`src/rtl/control_booth.sv`:
```
// Sequential radix-2 signed Booth multiplier with its controller; N+1 clocks from the start edge to product/listo.
// No backpressure: start edges arriving while a run is in progress are dropped, and the result is held until the next start.
module control_booth #(
    parameter int N = 8
) (
    input  logic             CLK100MHZ,
    input  logic             reset,
    input  logic             pb_salida,
    input  logic [N-1:0]     multiplicando,
    input  logic [N-1:0]     multiplicador,
    output logic [2*N-1:0]   producto,
    output logic             listo,
    output logic             ocupado
);

    localparam int CNT_W = (N > 1) ? $clog2(N) : 1;

    typedef enum logic [1:0] {
        IDLE = 2'd0,
        CALC = 2'd1,
        DONE = 2'd2
    } state_t;

    state_t state_q, state_d;

    logic             pb_q, pb_d;
    logic [N:0]       a_q, a_d;
    logic [N-1:0]     q_q, q_d;
    logic             q1_q, q1_d;
    logic [N:0]       m_q, m_d;
    logic [CNT_W-1:0] cnt_q, cnt_d;
    logic [2*N-1:0]   prod_q, prod_d;
    logic             listo_q, listo_d;

    logic             start;
    logic             last_step;
    logic             load_ops;
    logic             calc_step;
    logic             store_res;
    logic [N:0]       a_sum;

    assign start     = pb_salida & ~pb_q;
    assign last_step = (cnt_q == CNT_W'(N - 1));

    always_ff @(posedge CLK100MHZ or posedge reset) begin
        if (reset) begin
            state_q <= IDLE;
        end else begin
            state_q <= state_d;
        end
    end

    always_comb begin
        state_d = state_q;
        case (state_q)
            IDLE:    if (start) state_d = CALC;
            CALC:    if (last_step) state_d = DONE;
            DONE:    state_d = IDLE;
            default: state_d = IDLE;
        endcase
    end

    always_comb begin
        ocupado   = 1'b0;
        load_ops  = 1'b0;
        calc_step = 1'b0;
        store_res = 1'b0;
        case (state_q)
            IDLE: load_ops = start;
            CALC: begin
                ocupado   = 1'b1;
                calc_step = 1'b1;
            end
            DONE: begin
                ocupado   = 1'b1;
                store_res = 1'b1;
            end
            default: ;
        endcase
    end

    // A and M carry one extra sign bit so that subtracting M = -2^(N-1) cannot overflow.
    always_comb begin
        a_sum   = a_q;
        pb_d    = pb_salida;
        a_d     = a_q;
        q_d     = q_q;
        q1_d    = q1_q;
        m_d     = m_q;
        cnt_d   = cnt_q;
        prod_d  = prod_q;
        listo_d = listo_q;

        case ({q_q[0], q1_q})
            2'b01:   a_sum = a_q + m_q;
            2'b10:   a_sum = a_q - m_q;
            default: a_sum = a_q;
        endcase

        if (load_ops) begin
            m_d     = {multiplicando[N-1], multiplicando};
            q_d     = multiplicador;
            a_d     = '0;
            q1_d    = 1'b0;
            cnt_d   = '0;
            listo_d = 1'b0;
        end

        if (calc_step) begin
            a_d   = {a_sum[N], a_sum[N:1]};
            q_d   = {a_sum[0], q_q[N-1:1]};
            q1_d  = q_q[0];
            cnt_d = cnt_q + CNT_W'(1);
        end

        if (store_res) begin
            prod_d  = {a_q[N-1:0], q_q};
            listo_d = 1'b1;
        end
    end

    always_ff @(posedge CLK100MHZ or posedge reset) begin
        if (reset) begin
            pb_q    <= 1'b0;
            a_q     <= '0;
            q_q     <= '0;
            q1_q    <= 1'b0;
            m_q     <= '0;
            cnt_q   <= '0;
            prod_q  <= '0;
            listo_q <= 1'b0;
        end else begin
            pb_q    <= pb_d;
            a_q     <= a_d;
            q_q     <= q_d;
            q1_q    <= q1_d;
            m_q     <= m_d;
            cnt_q   <= cnt_d;
            prod_q  <= prod_d;
            listo_q <= listo_d;
        end
    end

    assign producto = prod_q;
    assign listo    = listo_q;

endmodule

```
`config.mk`:
```
export PLATFORM = sky130hd
export DESIGN_NAME = control_booth
export DESIGN_NICKNAME = d
export VERILOG_FILES = /design/src/rtl/control_booth.sv
export SDC_FILE = /design/constraint.sdc
export NUM_CORES = 1
export LEC_CHECK = 0
export BUFFER_PORTS_ARGS = -buffer_cell sky130_fd_sc_hd__buf_4
export CAP_MARGIN = 20
export CORE_ASPECT_RATIO = 0.6
export CORE_MARGIN = 8
export CORE_UTILIZATION = 40
export DETAILED_ROUTE_END_ITERATION = 10
export GPL_TIMING_DRIVEN = 0
export PLACE_DENSITY = 0.64
export SYNTH_ARGS = -nofsm -noshare
export SYNTH_HDL_FRONTEND = slang
export SYNTH_SLANG_ARGS = --single-unit
```
`constraint.sdc`:
```
create_clock -name CLK100MHZ -period 8.2 [get_ports CLK100MHZ]
set_clock_uncertainty 0.1 [all_clocks]
set_input_delay 1.23 -clock CLK100MHZ [delete_from_list [all_inputs] [get_ports CLK100MHZ]]
set_output_delay 1.23 -clock CLK100MHZ [all_outputs]
set_load 0.05 [all_outputs]
```
==> flow_metrics.tcl <==
set metrics [dict create \
    status "completed" \
    tns_ns 0 \
    die_area_sq_mm 0.00922 \
    cts_resized 0 \
    cpMaxStageDelayCell "fa_1" \
    port_buffers 36 \
    cts_buffers 5 \
    synth_top_area_share_pct 47.4 \
    ys_top_cells_by_area "dfrtp_1 (47%), mux2_2 (11%), ha_1 (7.4%)" \
    cts-root-buf "clkbuf_8" \
    drt_iter0_drc 89 \
    cts_sinks 48 \
    core_area_sq_mm 0.00611 \
    fillerInstances 571 \
    ys_seq_area_share_pct 47.4 \
    setup_slack_ns 5.04 \
    finalCritPeriodShare_pct 38.5 \
    clk_pin_slew_ns 0.09 \
    final_nets 316 \
    rsz0062_at_grt "no" \
    path_cells "ha_1, clkbuf_1, mux2_2, fa_1, nor2b_1, o2111ai_2, a31oi_1, o21ai_0, a211o_1, mux2i_1" \
    num_vias 1872 \
    gp_congestion 0.774 \
    yosysMostFrequentCell "dfrtp_1" \
    final_max_slew_viol_count 0 \
    syn_area_sq_mm 0.00253 \
    cp.required_ns 8.28 \
    end_kind "register" \
    clock_path_buffers 2 \
    yosys.area.top_type "dfrtp_1" \
    cpPeakStageDelay_ns 0.44 \
    relSlewSlack_pct 53.1 \
    ys.flop_type "dfrtp_1" \
    synth_top_family_by_area "multiplexers" \
    cts-hold-fix-buffers 0 \
    synthSimpleGateAreaFrac_pct 9.82 \
    route.antenna.remaining_nets 0 \
    antenna_found_initial 0 \
    hold_start "listo$_DFFE_PP0P_" \
    synth_edf_count 0 \
    yosys-mux-area-fraction_pct 15.4 \
    clock.fmax_ghz 0.317 \
    drive_above_1_share_pct 25.9 \
    syn_area_per_cell_sq_um 10.7 \
    tritoncts "done" \
    diodes 0 \
    drcViolationCount 0 \
    path_class "reg -> reg" \
    ys_warn_count 0 \
    start_util_pct 41.5 \
    synthArstFlopShare_pct 100 \
    first_pass_iters 5 \
    clkLatencyLatePin_ns 0.30 \
    synth.distinct_cells 32 \
    maxCapViolations 0 \
    cp.arrival_ns 3.24 \
    hp-class "reg -> reg" \
    grt_max_degree 38 \
    worstReg2RegStart "q_q[0]$_DFFE_PP0P_" \
    seqCellArea_sq_mm 0.00120 \
    wirelength_microns 5490 \
    grt_pass1_wl_microns 9340 \
    fin_crit_ns 3.16 \
    row_count 22 \
    dpl_worst_slack_ns 5.07 \
    ys_ff_latch 48 \
    synth_common_cells "dfrtp_1 (48), o21ai_0 (26), mux2_2 (25)" \
    dieHeight_microns 77.7 \
    gr-total-overflow 0 \
    grt_pass1_vias 1826 \
    setup_viol 0 \
    grt_util_all_layers_pct 12.2 \
    cpLargestDelayFamily "compound AO/OA/AOI/OAI gates" \
    syn_inst 237 \
    path_max_fanout 8 \
    multi_input_area_sq_mm 0.00124 \
    dp_cells 358 \
    die_w_microns 119 \
    synth_compound_area_share_pct 11.3 \
    htree_levels 2 \
    worst_pin_slew_ns 0.703 \
    syn-num-nets 272 \
    dpl.hpwl_microns 4140 \
    io_pins 37 \
    finish.utilization_pct 49.5 \
    avgRoutedWirePerCell_microns 15.0 \
    synth-xor-area-share_pct 4.15 \
    synth-adder-area-share_pct 8.19 \
    startpoint "q_q[0]$_DFFE_PP0P_" \
    via_per_inst 5.11 \
    path_buf_inv 1 \
    postCtsSetupRepairBufs 0 \
    area_growth_pct 19.2 \
    start_kind "register" \
    hold_violations 0 \
    layout.cells.non_filler 366 \
]
flip-flops by register name (all words and copies together) (netlist names):
| signal | flops |
|---|---|
| listo | 1 |
| pb_q | 1 |
| m_q | 8 |
| a_q | 8 |
| q1_q | 1 |
| producto | 16 |
| q_q | 8 |
| cnt_q | 3 |
| state_q | 2 |
layout make-up:
type,count,area share [%]
Clock inverter,2,0.331
Sequential cell,48,39.7
Buffer,11,1.37
Tap cell,84,3.48
Timing Repair Buffer,37,9.60
Clock buffer,6,2.73
Multi-Input combinational cell,164,41.0
Inverter,14,1.74
cell families (layout without fill, tap and decap cells):
| group | count (synthesis) | after routing |
|---|---|---|
| adders and majority gates | 16 | 16 |
| xor gates and xnor gates | 12 | 12 |
| and+or+nand+nor | 51 | 51 |
| AOI/OAI and AO/OA | 49 | 49 |
| buffers and inverters | 25 | 70 |
| muxes | 36 | 36 |
| DFF | 48 | 48 |
placed cells by master (no fill, tap or decap), types with 6 or more instances in the layout:
master	netlist	final
buf_4	0	36
dfrtp_1	48	48
mux2i_1	11	11
nor2_1	9	9
nand2_1	24	24
xnor2_1	8	8
clkbuf_1	10	10
mux2_2	25	25
ha_1	15	15
a31oi_1	7	7
clkbuf_8	0	6
o21ai_0	26	26
inv_1	14	13
a21oi_1	7	7
through the flow:
stage | hold WS, ns | cell area [sq um]
global placement | 0.389 | 2910
global route | 0.427 | 3020
CTS | 0.411 | 3020
detailed placement | 0.380 | 2930
floorplan | 0.366 | 2530
finish | 0.401 | 3020
routing by layer:
metal | global-route usage (%) | wire (microns)
met2 | 16.8 | 2220
met4 | 1.88 | 17
met1 | 18.5 | 2930
met3 | 3.54 | 321
met5 | 0 | 0
worst paths after layout:
check                                          end  slack [ns]  cells after the start
max                             a_q[7]$_DFFE_PP0P_        5.04                     10
min                              listo$_DFFE_PP0P_        0.40                      1
max reg2reg                     a_q[7]$_DFFE_PP0P_        5.04                     10
min reg2reg                      listo$_DFFE_PP0P_        0.40                      1
max in group asynchronous   state_q[0]$_DFFE_PP0P_        6.74                      3
min in group asynchronous  producto[8]$_DFFE_PP0P_        0.77                      2
Power is not shown: default switching activity piles up to over one toggle a cycle in this logic, so the estimate is an artifact.
